## config.mk

```make
export PLATFORM = sky130hd
export DESIGN_NAME = serial_comparator
export DESIGN_NICKNAME = d
export VERILOG_FILES = /design/src/rtl/serial_comparator.sv
export SDC_FILE = /design/constraint.sdc
export NUM_CORES = 1
export LEC_CHECK = 0
export CAP_MARGIN = 20
export CORE_ASPECT_RATIO = 0.7
export CORE_MARGIN = 2
export CORE_UTILIZATION = 30
export CTS_CLUSTER_SIZE = 20
export DETAILED_ROUTE_END_ITERATION = 10
export PLACE_DENSITY = 0.63
export SLEW_MARGIN = 30
export SYNTH_ARGS = -nofsm -noshare
export SYNTH_HDL_FRONTEND = slang
export SYNTH_SLANG_ARGS = --single-unit
```

## constraint.sdc

```tcl
create_clock -name clk -period 1.55 [get_ports clk]
set_input_delay 0.31 -clock clk [delete_from_list [all_inputs] [get_ports clk]]
set_output_delay 0.31 -clock clk [all_outputs]
set_load 0.03 [all_outputs]
```

## src/rtl/serial_comparator.sv

```systemverilog
// Bit-serial unsigned magnitude comparator with start/done framing.
// Accepts one A/B bit pair per valid cycle, MSB- or LSB-first, and holds the GT/EQ/LT result.
//
//   state   | meaning
//   --------+---------------------------------------------------------
//   S_IDLE  | waiting for start; result outputs hold the last compare
//   S_SHIFT | consuming bit pairs on bit_valid, counting to WIDTH
//   S_DONE  | one-cycle done pulse, result already loaded
module serial_comparator #(
    parameter int WIDTH     = 8,
    parameter bit MSB_FIRST = 1'b1
) (
    input  logic clk,
    input  logic rst_n,
    input  logic start,
    input  logic bit_valid,
    input  logic A,
    input  logic B,
    output logic busy,
    output logic done,
    output logic Y1,
    output logic Y2,
    output logic Y3
);

    localparam int CW = $clog2(WIDTH + 1);

    typedef enum logic [1:0] {
        S_IDLE  = 2'd0,
        S_SHIFT = 2'd1,
        S_DONE  = 2'd2
    } state_t;

    typedef enum logic [1:0] {
        D_EQ = 2'd0,
        D_GT = 2'd1,
        D_LT = 2'd2
    } dec_t;

    state_t        state_q, state_d;
    logic [CW-1:0] cnt_q, cnt_d;
    dec_t          dec_q, dec_d;
    logic          decided_q, decided_d;
    logic [2:0]    y_q, y_d;

    always_ff @(posedge clk or negedge rst_n) begin
        if (!rst_n) begin
            state_q   <= S_IDLE;
            cnt_q     <= '0;
            dec_q     <= D_EQ;
            decided_q <= 1'b0;
            y_q       <= 3'b000;
        end else begin
            state_q   <= state_d;
            cnt_q     <= cnt_d;
            dec_q     <= dec_d;
            decided_q <= decided_d;
            y_q       <= y_d;
        end
    end

    always_comb begin
        state_d   = state_q;
        cnt_d     = cnt_q;
        dec_d     = dec_q;
        decided_d = decided_q;
        y_d       = y_q;
        case (state_q)
            S_IDLE: begin
                if (start) begin
                    cnt_d     = '0;
                    dec_d     = D_EQ;
                    decided_d = 1'b0;
                    state_d   = S_SHIFT;
                end
            end
            S_SHIFT: begin
                if (bit_valid) begin
                    cnt_d = cnt_q + 1'b1;
                    // LSB-first: every later differing bit outranks the earlier ones.
                    if ((A != B) && (!MSB_FIRST || !decided_q)) begin
                        dec_d     = A ? D_GT : D_LT;
                        decided_d = 1'b1;
                    end
                    if (cnt_q == CW'(WIDTH - 1)) begin
                        state_d = S_DONE;
                        case (dec_d)
                            D_GT:    y_d = 3'b100;
                            D_LT:    y_d = 3'b001;
                            default: y_d = 3'b010;
                        endcase
                    end
                end
            end
            S_DONE: begin
                state_d = S_IDLE;
            end
            default: begin
                state_d = S_IDLE;
            end
        endcase
    end

    assign busy = (state_q != S_IDLE);
    assign done = (state_q == S_DONE);
    assign Y1   = y_q[2];
    assign Y2   = y_q[1];
    assign Y3   = y_q[0];

endmodule
```

; Word level (Yosys, flattened, before mapping)
; Cells that the tools add are included.
[classes]
n_eq_ne = 10
muxes = 19
n_reduce_logical = 9
n_addsub = 1
[ops]
columns = cell, count
row1 = 2-bit two-way mux, 9
row2 = 3-bit AND reduction, 3
row3 = 4-bit two-way mux, 2
row4 = "2-bit inequality test, second input constant", 4
row5 = 2-bit one-hot mux with 2 select lines, 2
row6 = 4-bit one-hot mux with 2 select lines, 1
row7 = 3-bit one-hot mux with 2 select lines, 1
row8 = "4-bit by 1-bit adder with 4-bit output, second input constant", 1
row9 = "2-bit by 1-bit == test with 1-bit output, second input constant", 2
row10 = "2-bit == test, second input constant", 2
row11 = "4-bit by 3-bit == test with 1-bit output, second input constant", 1
row12 = 4-bit AND reduction, 1
row13 = 2-bit nonzero test, 2
row14 = 1-bit two-way mux, 3
row15 = 2-bit zero test, 1
row16 = 1-bit one-hot mux with 2 select lines, 1
row17 = 1-bit logical AND, 1
row18 = 1-bit zero test, 1
row19 = 1-bit inequality test, 1
[totals]
elab_cells = 44
in_bits = 6
ff_bits = 12
out_inout_bits = 5

; Longest topological paths before layout
; Gate-level depths: netlist of the first run.
[logic_depth]
depth_word = 7
depth_mapped = 5
ltp_nobuf = 5

; Worst setup path after synthesis of the first run
; Ideal clock, no wire load.
[synth_timing]
path_type = register -> register
from = register decided_q
to = register y_q[1]
required_ns = 1.425
path_buffers = 0
stages_incl_launch_ff = 5
setup_ns = 0.125
slack_ns = 0.112
period_less_slack_ns = 1.438
arrival_ns = 1.313
cell_sequence = dfrtp_1 -> nor2b_1 -> a2bb2oi_1 -> ha_1 -> mux2_4
[synth_via]
elab_chain_cells = 7
word_cells_on_any_way = 8
classes_between = 2 x eq/ne / 4 x mux / 2 x reduce/logical
[synth_rtl]
columns = element, line_no
row1 = start: declaration, 43  ; logic decided_q, decided_d;
row2 = start signal: assignment, 57  ; decided_q <= decided_d;
row3 = 1-bit zero test (*), 81  ; if ((A != B) && (!MSB_FIRST || !decided_q)) begin
row4 = 1-bit logical AND (*), 81
row5 = 2-bit two-way mux (*), 81
row6 = 2-bit two-way mux (*), 78  ; if (bit_valid) begin
row7 = 2-bit two-way mux (*), 68  ; case (state_q)
row8 = 2-bit == test / 2-bit by 1-bit == test with 1-bit output (equally long branches), 87  ; case (dec_d)
row9 = 3-bit one-hot mux with 2 select lines (*), 87
row10 = end signal: assignment, 58  ; y_q <= y_d;
row11 = end: declaration, 44  ; logic [2:0] y_q, y_d;
; Every way passes the cells marked *; elsewhere a longest branch is shown, timed or not. The select of a mux whose other input is x is not followed.
; A chain may end at the register's enable or synchronous reset.

; Final worst setup path of the first run
[layout_timing]
from = register state_q[0]
to = output port done
[layout_via]
elab_chain_cells = 1
[layout_rtl]
columns = element, line_no
row1 = start: declaration, 40  ; state_t state_q, state_d;
row2 = start signal: assignment, 54  ; state_q <= state_d;
row3 = 2-bit == test, 105  ; assign done = (state_q == S_DONE);
row4 = end: declaration, 20  ; output logic done,
; Every way passes these cells.

==> results.py, run 1 <==
metrics = {
    "placed_design": {
        "place_ws_ps": -361,
        "dpl_cell_area_um2": 831,
        "placedCellCount": 97,
        "hpwlAfterDp_um": 954,
        "gp_congestion": 0.740,
        "io_buffers": 10,
    },
    "global_route": {
        "grt_pass1_vias": 493,
        "busiest_layer": "met1",
        "overflow": 0,
        "grt_start_max_net_pins": 13,
        "grtUsageMet1_pct": 18.6,
        "antenna_found_initial": 0,
        "met2_usage_pct": 16.5,
        "grt_use_total_pct": 12.5,
        "grt_pass1_wl_um": 2270,
        "use_met3_pct": 5.49,
    },
    "floorplanning": {
        "die_y_um": 42.7,
        "dieArea_mm2": 0.00253,
        "start_util_pct": 33.2,
        "ios": 11,
        "fp.coreArea_mm2": 0.00194,
        "rows": 13,
        "fp.dieW_um": 59.3,
    },
    "finish": {
        "ff_latch_area_um2": 300,
        "final_cell_area_um2": 875,
        "nNetsFinal": 90,
        "stdcell_count": 102,
        "diodes": 0,
        "drive_above_1_share_pct": 36.3,
        "nFillCells": 192,
        "multi_input_area_um2": 333,
        "syn2layout_area_growth_pct": 36.3,
    },
    "power": {
        "p_sw_uw": 548,
        "power_mw": 1.47,
        "power.density_mw_per_mm2": 1680,
        "leakagePower_nw": 0.426,
        "power_frac_seq_pct": 36.8,
        "swShare_pct": 37.2,
        "p_int_uw": 926,
        "pwr-share-clk_pct": 17.2,
        "vdd_drop_max_uv": 780,
        "power_frac_comb_pct": 45.9,
    },
    "setup_path": {
        "critPathRequiredTime_ps": 1240,
        "crit_family": "flip-flops",
        "critPathKind": "register to output port",
        "crit_start": "state_q[0]",
        "slowest_stage": "dfrtp_1",
        "crit_top_cell": "buf_4",
        "crit_buf_inv": 2,
        "rr_startpoint": "decided_q",
        "critPathMaxStageDelay_ps": 380,
        "r2r_setup_slack_ps": 90,
        "worstPathCellList": "buf_4 -> and2b_2 -> buf_4",
        "critPathCaptureType": "output port",
        "cp.depth": 3,
        "worst-r2r-cell-count": 5,
        "start_kind": "register",
        "crit_path_end": "done",
        "critPathMaxFanout": 8,
        "r2r-end": "y_q[1]",
        "arrival_ps": 1160,
    },
    "route": {
        "routed_wl_um": 1340,
        "drcViolationCount": 0,
        "drt_iter0_drc": 8,
        "avgViaCountPerCell": 4.89,
        "via_count": 499,
        "wl_per_cell_um": 13.2,
        "drtPass1Iterations": 4,
        "drtAntennaViolNets": 0,
    },
    "synthesis": {
        "synth_area_um2": 642,
        "synth-edff-count": 0,
        "yosys-top-cells-count": "dfrtp_1 (12), o21ai_0 (4)",
        "synth_most_common_cell": "dfrtp_1",
        "ys.flop_type": "dfrtp_1",
        "synth_nets": 65,
        "yosysSeqAreaShare_pct": 46.8,
        "yosysTopAreaCell": "dfrtp_1",
        "syn_inst": 56,
        "avgSynthCellArea_um2": 11.5,
        "async_flop_share_pct": 100,
        "synth_cell_type_count": 29,
        "synth_top_area_share_pct": 46.8,
        "ys_ff_latch": 12,
        "synth.area.top_cells": "dfrtp_1 (47%), mux2_4 (7.0%), ha_1 (5.8%)",
        "yosys_warnings": 0,
    },
    "sta": {
        "worstMarginPinSlew_ps": 303,
        "period_share_pct": 94.6,
        "fmax_mhz": 682,
        "finalSetupViolCount": 0,
        "slew_headroom_pct": 79.9,
        "finalClockSkew_ps": 4.92,
        "fin_crit_ps": 1470,
        "layout_setup_ws_ps": 84.3,
        "drv_slew": 0,
        "rsz0062_at_grt": "false",
        "hold_viol": 0,
    },
    "cts": {
        "clock-root-buffer": "clkbuf_4",
        "clk_latency_ps": 280,
        "ctsLongestPathBuffers": 2,
        "cts_buffers": 3,
        "cts.sinks": 12,
        "cts_tree": "yes",
        "clkTransAtPathRegs_ps": 80,
        "h-tree-depth": 1,
    },
    "status": {
        "status": "finished clean",
    },
    "hold_path": {
        "min_path_type": "primary input to async pin",
    },
    "job": {
        "cap_violations": 0,
    },
}
-- what timing repair did --
item	in CTS	in global routing
gates resized for setup	10	3
setup buffers	1	0
pin swaps	1	0
gates cloned	0	0
hold buffers	0	0
setup endpoints to repair	6	4
-- kinds of logic after synthesis --
kind of cell	synth area share, %
buffers and inverters	2.92
DFF	46.8
muxes	10.3
AOI/OAI and AO/OA	15.2
adders and majority gates	5.85
xor gates and xnor gates	1.36
and+or+nand+nor	17.5
-- metrics by stage --
stage,hold WS (ps),util (%),TNS [ps]
5_1_grt,345,45.2,0
4_1_cts,326,45.4,0
6_report,323,45.2,0
3_3_place_gp,463,42.9,-1180
3_5_place_dp,476,42.9,-1280
2_1_floorplan,14.4,-,0
-- power by group through the flow --
| stage | clock network (mW) | logic [mW] | registers (mW) |
|---|---|---|---|
| after detailed placement | 0 | 0.670 | 0.545 |
| after global routing | 0.277 | 0.748 | 0.564 |
| after global placement | 0 | 0.668 | 0.542 |
| after CTS | 0.259 | 0.687 | 0.542 |
| final | 0.254 | 0.677 | 0.543 |
| after floorplan | 0 | 0.381 | 0.596 |
-- per-layer routing --
metal  vias to the layer above  part of all wire [%]  routed length, um
met1                       231                    54                719
met4                         0                     0                  0
met5                         -                     0                  0
met3                         0                   5.0                 67
met2                        11                    41                555
li1                        257                     -                  -
-- worst register-to-register path, delay by kind of cell (launching register included) --
kind	cells	cell delay (ps)
AOI/OAI and AO/OA	1	180
adders and majority gates	1	280
buffers and inverters	1	140
DFF	1	430
muxes	1	260
and+or+nand+nor	1	70
-- layout by cell type (no fill, tap or decap), types with 2 or more instances in the layout --
master and instances:
a22o_1 2, buf_4 12, clkbuf_4 3, clkdlybuf4s50_1 4, dfrtp_1 12, dlygate4sd2_1 4
ha_1 3, inv_1 2, mux2_4 3, nand2_1 3, nand3_1 2, nor2_1 3
o21a_1 2, o21ai_0 3, o21bai_1 2
-- sequential cells by signal, indices dropped and copies added, names as in the netlist --
signal / flops
dec_q: 2
decided_q: 1
state_q: 2
cnt_q: 4
y_q: 3
-- cell type report --
| cell class | count | area share [%] |
|---|---|---|
| multi-input cells | 41 | 38.1 |
| flip-flops and latches | 12 | 34.3 |
| repair buffers | 21 | 19.5 |
| clock buffers | 4 | 4.15 |
| well taps | 22 | 3.15 |
| inverters | 2 | 0.858 |
-- how the worst min path moves through the flow --
stage / start / to / slack (ps)
after floorplan: rst_n / cnt_q[0] / 10
after global placement: cnt_q[3] / cnt_q[3] / 460
after detailed placement: cnt_q[3] / cnt_q[3] / 480
after CTS: rst_n / dec_q[0] / 330
after global routing: rst_n / cnt_q[0] / 350
final: rst_n / dec_q[0] / 320
(Power assumes the default switching activity.)
==> run 2, diff against run 1 <==
Settings changed: PLACE_DENSITY 0.63 to default, PLACE_DENSITY_LB_ADDON from default to 0.3.
==> run 2 against run 1 <==
Effect of this change:
- cell area fell by 3.6%
- combinational power decreased by 4.6%
- critical path type unchanged
- largest power group unchanged
- sequential power fell by 1%
- global-route usage is 1.5 points lower
- final cell count shrank 3.9%
- power down 2.9%
- non-clock buffer count fell by 4
==> results.py, run 2 (synthesis gave the netlist of run 1 again) <==
metrics = {
    "hold_path": {
        "min_path_type": "primary input to async pin",
    },
    "finish": {
        "syn2layout_area_growth_pct": 31.4,
        "diodes": 0,
        "final_common_cell": "dfrtp_1",
        "reg_top3": "cnt_q (4), y_q (3)",
        "layout_common_cells": "dfrtp_1 (12), buf_4 (8), o21ai_0 (4), clkdlybuf4s50_1 (4), dlygate4sd2_1 (4)",
        "regMostFlops": "cnt_q",
        "drive_above_1_share_pct": 31.6,
        "nNetsFinal": 86,
        "largest_register_ffs": 4,
        "final_cell_area_um2": 843,
    },
    "cts": {
        "cts.sinks": 12,
        "h-tree-depth": 1,
        "cts_tree": "yes",
        "clock-root-buffer": "clkbuf_4",
        "cts_buffers": 3,
        "clkTransAtPathRegs_ps": 80,
        "clk_latency_ps": 280,
        "ctsLongestPathBuffers": 2,
    },
    "placed_design": {
        "dpl_cell_area_um2": 808,
        "place_ws_ps": -398,
        "gp_congestion": 0.824,
        "io_buffers": 10,
        "hpwlAfterDp_um": 881,
    },
    "sta": {
        "fin_crit_ps": 1470,
        "finalSetupViolCount": 0,
        "fmax_mhz": 682,
        "worstMarginPinSlew_ps": 298,
        "drv_slew": 0,
        "layout_setup_ws_ps": 84.3,
        "hold_viol": 0,
        "slew_headroom_pct": 80.2,
        "finalClockSkew_ps": 11.0,
        "period_share_pct": 94.6,
        "rsz0062_at_grt": "false",
    },
    "setup_path": {
        "start_kind": "register",
        "critPathMaxFanout": 8,
        "r2r_setup_slack_ps": 100,
        "arrival_ps": 1160,
        "critPathKind": "register to output port",
        "critPathCaptureType": "output port",
        "critPathRequiredTime_ps": 1240,
    },
    "floorplanning": {
        "dieArea_mm2": 0.00253,
        "start_util_pct": 33.2,
        "die_y_um": 42.7,
        "fp.coreArea_mm2": 0.00194,
        "ios": 11,
        "rows": 13,
        "fp.dieW_um": 59.3,
    },
    "route": {
        "routed_wl_um": 1150,
        "drtPass1Iterations": 3,
        "drcViolationCount": 0,
        "via_count": 480,
        "drtAntennaViolNets": 0,
        "avgViaCountPerCell": 4.90,
        "wl_per_cell_um": 11.8,
        "drt_iter0_drc": 3,
    },
    "global_route": {
        "overflow": 0,
        "antenna_found_initial": 0,
        "grt_pass1_vias": 475,
        "grt_start_max_net_pins": 13,
        "grt_pass1_wl_um": 2080,
        "grt_use_total_pct": 11.0,
    },
    "power": {
        "power_mw": 1.43,
        "vdd_drop_max_uv": 612,
        "p_sw_uw": 519,
        "swShare_pct": 36.3,
        "pwr-share-clk_pct": 17.3,
        "p_int_uw": 912,
        "power_frac_comb_pct": 45.2,
        "power_frac_seq_pct": 37.5,
        "power.density_mw_per_mm2": 1700,
        "leakagePower_nw": 0.408,
    },
    "status": {
        "status": "finished clean",
    },
    "job": {
        "cap_violations": 0,
    },
}
==> run 2: routing by layer <==
metal	up-vias	wire length (um)	global-route usage, %
met3	0	67	6.40
met1	226	625	15.0
met4	0	0	1.36
met2	9	460	15.4
met5	-	0	0
li1	245	-	-
==> run 2: repair_timing <==
action / CTS / global route
resized for setup: 9 / 2
pin swaps: 0 / 0
hold buffers: 0 / 0
endpoints found under the setup margin: 6 / 1
buffers inserted: 0 / 0
endpoints found under the hold margin: 0 / 0
==> run 2: worst paths after layout <==
path | startpoint | to | cells after the start
setup reg to reg | decided_q | y_q[1] | 5
hold / removal | rst_n | cnt_q[2] | 2
hold reg to reg | cnt_q[3] | cnt_q[3] | 1
setup / recovery | state_q[1] | done | 3
min in group clk | cnt_q[3] | cnt_q[3] | 1
max in group asynchronous | rst_n | cnt_q[0] | 2
==> run 2: power groups by stage <==
stage	Clock (mW)	Sequential, mW	Combinational (mW)
finish	0.248	0.537	0.646
global route	0.281	0.559	0.713
CTS	0.259	0.536	0.660
detailed placement	0	0.540	0.665
global placement	0	0.539	0.662
floorplan	0	0.596	0.381
==> run 2: metrics by stage <==
stage	instances	utilization, %	setup TNS, ps	hold WS [ps]
2_1_floorplan	56	-	0	14.4
3_3_place_gp	94	41.8	-1100	467
3_5_place_dp	94	41.8	-1220	470
4_1_cts	98	43.9	-2.30	324
5_1_grt	98	43.6	0	338
6_report	98	43.6	0	324
==> run 2: worst max-delay path, cell delays in order, from the launching register on <==
cell     delay, ps
dfrtp_1        380
buf_4          160
and2b_2        180
buf_4          160
==> run 2: final cells by class <==
type                    instances  area [um^2]
inverters                       2         7.51
well taps                      22         27.5
fillers                       187         1090
repair buffers                 17          140
multi-input cells              41          332
clock buffers                   4         36.3
flip-flops and latches         12          300
==> run 3, diff against run 2 <==
Settings changed: CORE_ASPECT_RATIO 0.7 to default, CORE_UTILIZATION 30 to 40.
==> run 3 against run 2 <==
Effect of this change:
- power grew 2.8%
- non-clock buffer count grew 1
- global-route usage grew 4.7 points
- routed wire length grew 6.1%
- final cell count shrank 5.1%
- critical path type unchanged
==> results.py, run 3 (synthesis gave the netlist of run 1 again) <==
metrics = {
    "global_route": {
        "grt_use_total_pct": 15.8,
        "use_met3_pct": 6.12,
        "antenna_found_initial": 0,
        "grt_start_max_net_pins": 13,
        "met2_usage_pct": 23.8,
        "grt_pass1_wl_um": 2060,
        "grtUsageMet1_pct": 17.5,
        "overflow": 0,
        "busiest_layer": "met2",
        "grt_pass1_vias": 474,
    },
    "sta": {
        "whs_ps": 366,
        "slew_headroom_pct": 64.1,
        "layout_setup_ws_ps": 69.1,
        "worstMarginPinSlew_ps": 537,
        "fmax_mhz": 675,
        "period_share_pct": 95.5,
        "fin_crit_ps": 1480,
        "hold_viol": 0,
        "rsz0062_at_grt": "false",
        "finalSetupViolCount": 0,
        "setup-tns-final_ps": 0,
        "drv_slew": 0,
        "finalClockSkew_ps": 4.34,
    },
    "setup_path": {
        "slowest_stage": "dfrtp_1",
        "crit_family": "flip-flops",
        "critPathKind": "register to output port",
        "critPathCaptureType": "output port",
        "start_kind": "register",
        "worst-r2r-cell-count": 4,
        "critPathMaxStageDelay_ps": 380,
        "arrival_ps": 1170,
        "cp.depth": 3,
        "critPathMaxFanout": 8,
        "critPathRequiredTime_ps": 1240,
        "worstPathCellList": "buf_4 -> and2b_2 -> buf_4",
        "crit_top_cell": "buf_4",
        "crit_buf_inv": 2,
    },
    "placed_design": {
        "io_buffers": 10,
        "gp_congestion": 0.749,
        "place_ws_ps": -421,
        "hpwlAfterDp_um": 877,
        "placedCellCount": 89,
    },
    "finish": {
        "largest_register_ffs": 4,
        "stdcell_count": 93,
        "regMostFlops": "cnt_q",
        "nNetsFinal": 87,
        "layout_common_cells": "dfrtp_1 (12), buf_4 (9), clkdlybuf4s50_1 (4), dlygate4sd2_1 (4)",
        "final_common_cell": "dfrtp_1",
        "drive_above_1_share_pct": 32.5,
        "reg_top3": "cnt_q (4), y_q (3)",
        "diodes": 0,
        "syn2layout_area_growth_pct": 31.4,
        "nFillCells": 136,
    },
    "floorplanning": {
        "rows": 14,
        "dieArea_mm2": 0.00194,
        "start_util_pct": 42.6,
        "fp.coreArea_mm2": 0.00151,
        "fp.dieW_um": 44.1,
        "ios": 11,
        "die_y_um": 44.1,
    },
    "cts": {
        "h-tree-depth": 1,
        "cts.sinks": 12,
        "cts_tree": "yes",
        "clk_latency_ps": 290,
        "ctsLongestPathBuffers": 2,
        "cts_buffers": 3,
        "ctsHoldBuffers": 0,
        "clkTransAtPathRegs_ps": 90,
        "clock-root-buffer": "clkbuf_4",
    },
    "route": {
        "routed_wl_um": 1220,
        "drtAntennaViolNets": 0,
        "avgViaCountPerCell": 5.35,
        "drcViolationCount": 0,
        "drt_iter0_drc": 4,
        "wl_per_cell_um": 13.2,
        "drtPass1Iterations": 3,
        "via_count": 498,
    },
    "job": {
        "cap_violations": 0,
    },
    "status": {
        "status": "finished clean",
    },
    "hold_path": {
        "min_path_type": "primary input to async pin",
    },
    "power": {
        "power_mw": 1.47,
        "vdd_drop_max_uv": 777,
        "power.density_mw_per_mm2": 1740,
        "leakagePower_nw": 0.413,
    },
}
run 3: cell count changes in the layout (fill, tap and decap cells not counted):
| cell | delta |
|---|---|
| buf_4 | +1 |
| o21ai_0 | -1 |
| o21ai_1 | +1 |
run 3: path summary, 6_finish.rpt:
path | start | end | slack [ps]
worst min register to register | cnt_q[3] | cnt_q[3] | 470
worst min-delay path | rst_n | state_q[0] | 370
worst max-delay path | state_q[0] | done | 70
max in group asynchronous | rst_n | cnt_q[1] | 830
worst max register to register | state_q[0] | y_q[1] | 100
min in group clk | cnt_q[3] | cnt_q[3] | 470
run 3: metrics by stage:
| step | area (um^2) | utilization [%] |
|---|---|---|
| after detailed placement | 808 | 53.7 |
| after global routing | 843 | 56.0 |
| after CTS | 850 | 56.4 |
| after global placement | 808 | 53.7 |
| after floorplan | 642 | - |
| final | 843 | 56.0 |
run 3: worst reg2reg max path: cells and delay by family, from the launching register on:
| kind | cells | cell delay (ps) |
|---|---|---|
| simple gates | 2 | 530 |
| buf+inv | 1 | 150 |
| flops | 1 | 350 |
| mux | 1 | 320 |
run 3: where the power goes:
group / leakage, nW / internal (mW) / switching (mW) / total [mW]
Combinational: 0.244 / 0.345 / 0.328 / 0.672
Sequential: 0.148 / 0.440 / 0.0925 / 0.532
Clock: 0.0210 / 0.143 / 0.124 / 0.267
Total: 0.413 / 0.928 / 0.544 / 1.47
run 3: area by class of cell:
| cell class | instances | area (um^2) | area share, % |
|---|---|---|---|
| multi-input cells | 41 | 332 | 39.3 |
| inverters | 2 | 7.51 | 0.890 |
| well taps | 16 | 20.0 | 2.37 |
| repair buffers | 18 | 148 | 17.5 |
| flip-flops and latches | 12 | 300 | 35.6 |
| clock buffers | 4 | 36.3 | 4.30 |
run 3: repair_timing:
item | CTS | global route
endpoints found under the hold margin | 0 | 0
buffers inserted | 0 | 0
setup endpoints to repair | 6 | 2
gates resized for setup | 9 | 3
run 3: metal layers:
layer  share of wire [%]  vias to the layer above
met5                   0                        -
li1                    -                      247
met3                 5.0                        5
met4                 3.3                        0
met2                  48                       10
met1                  44                      236
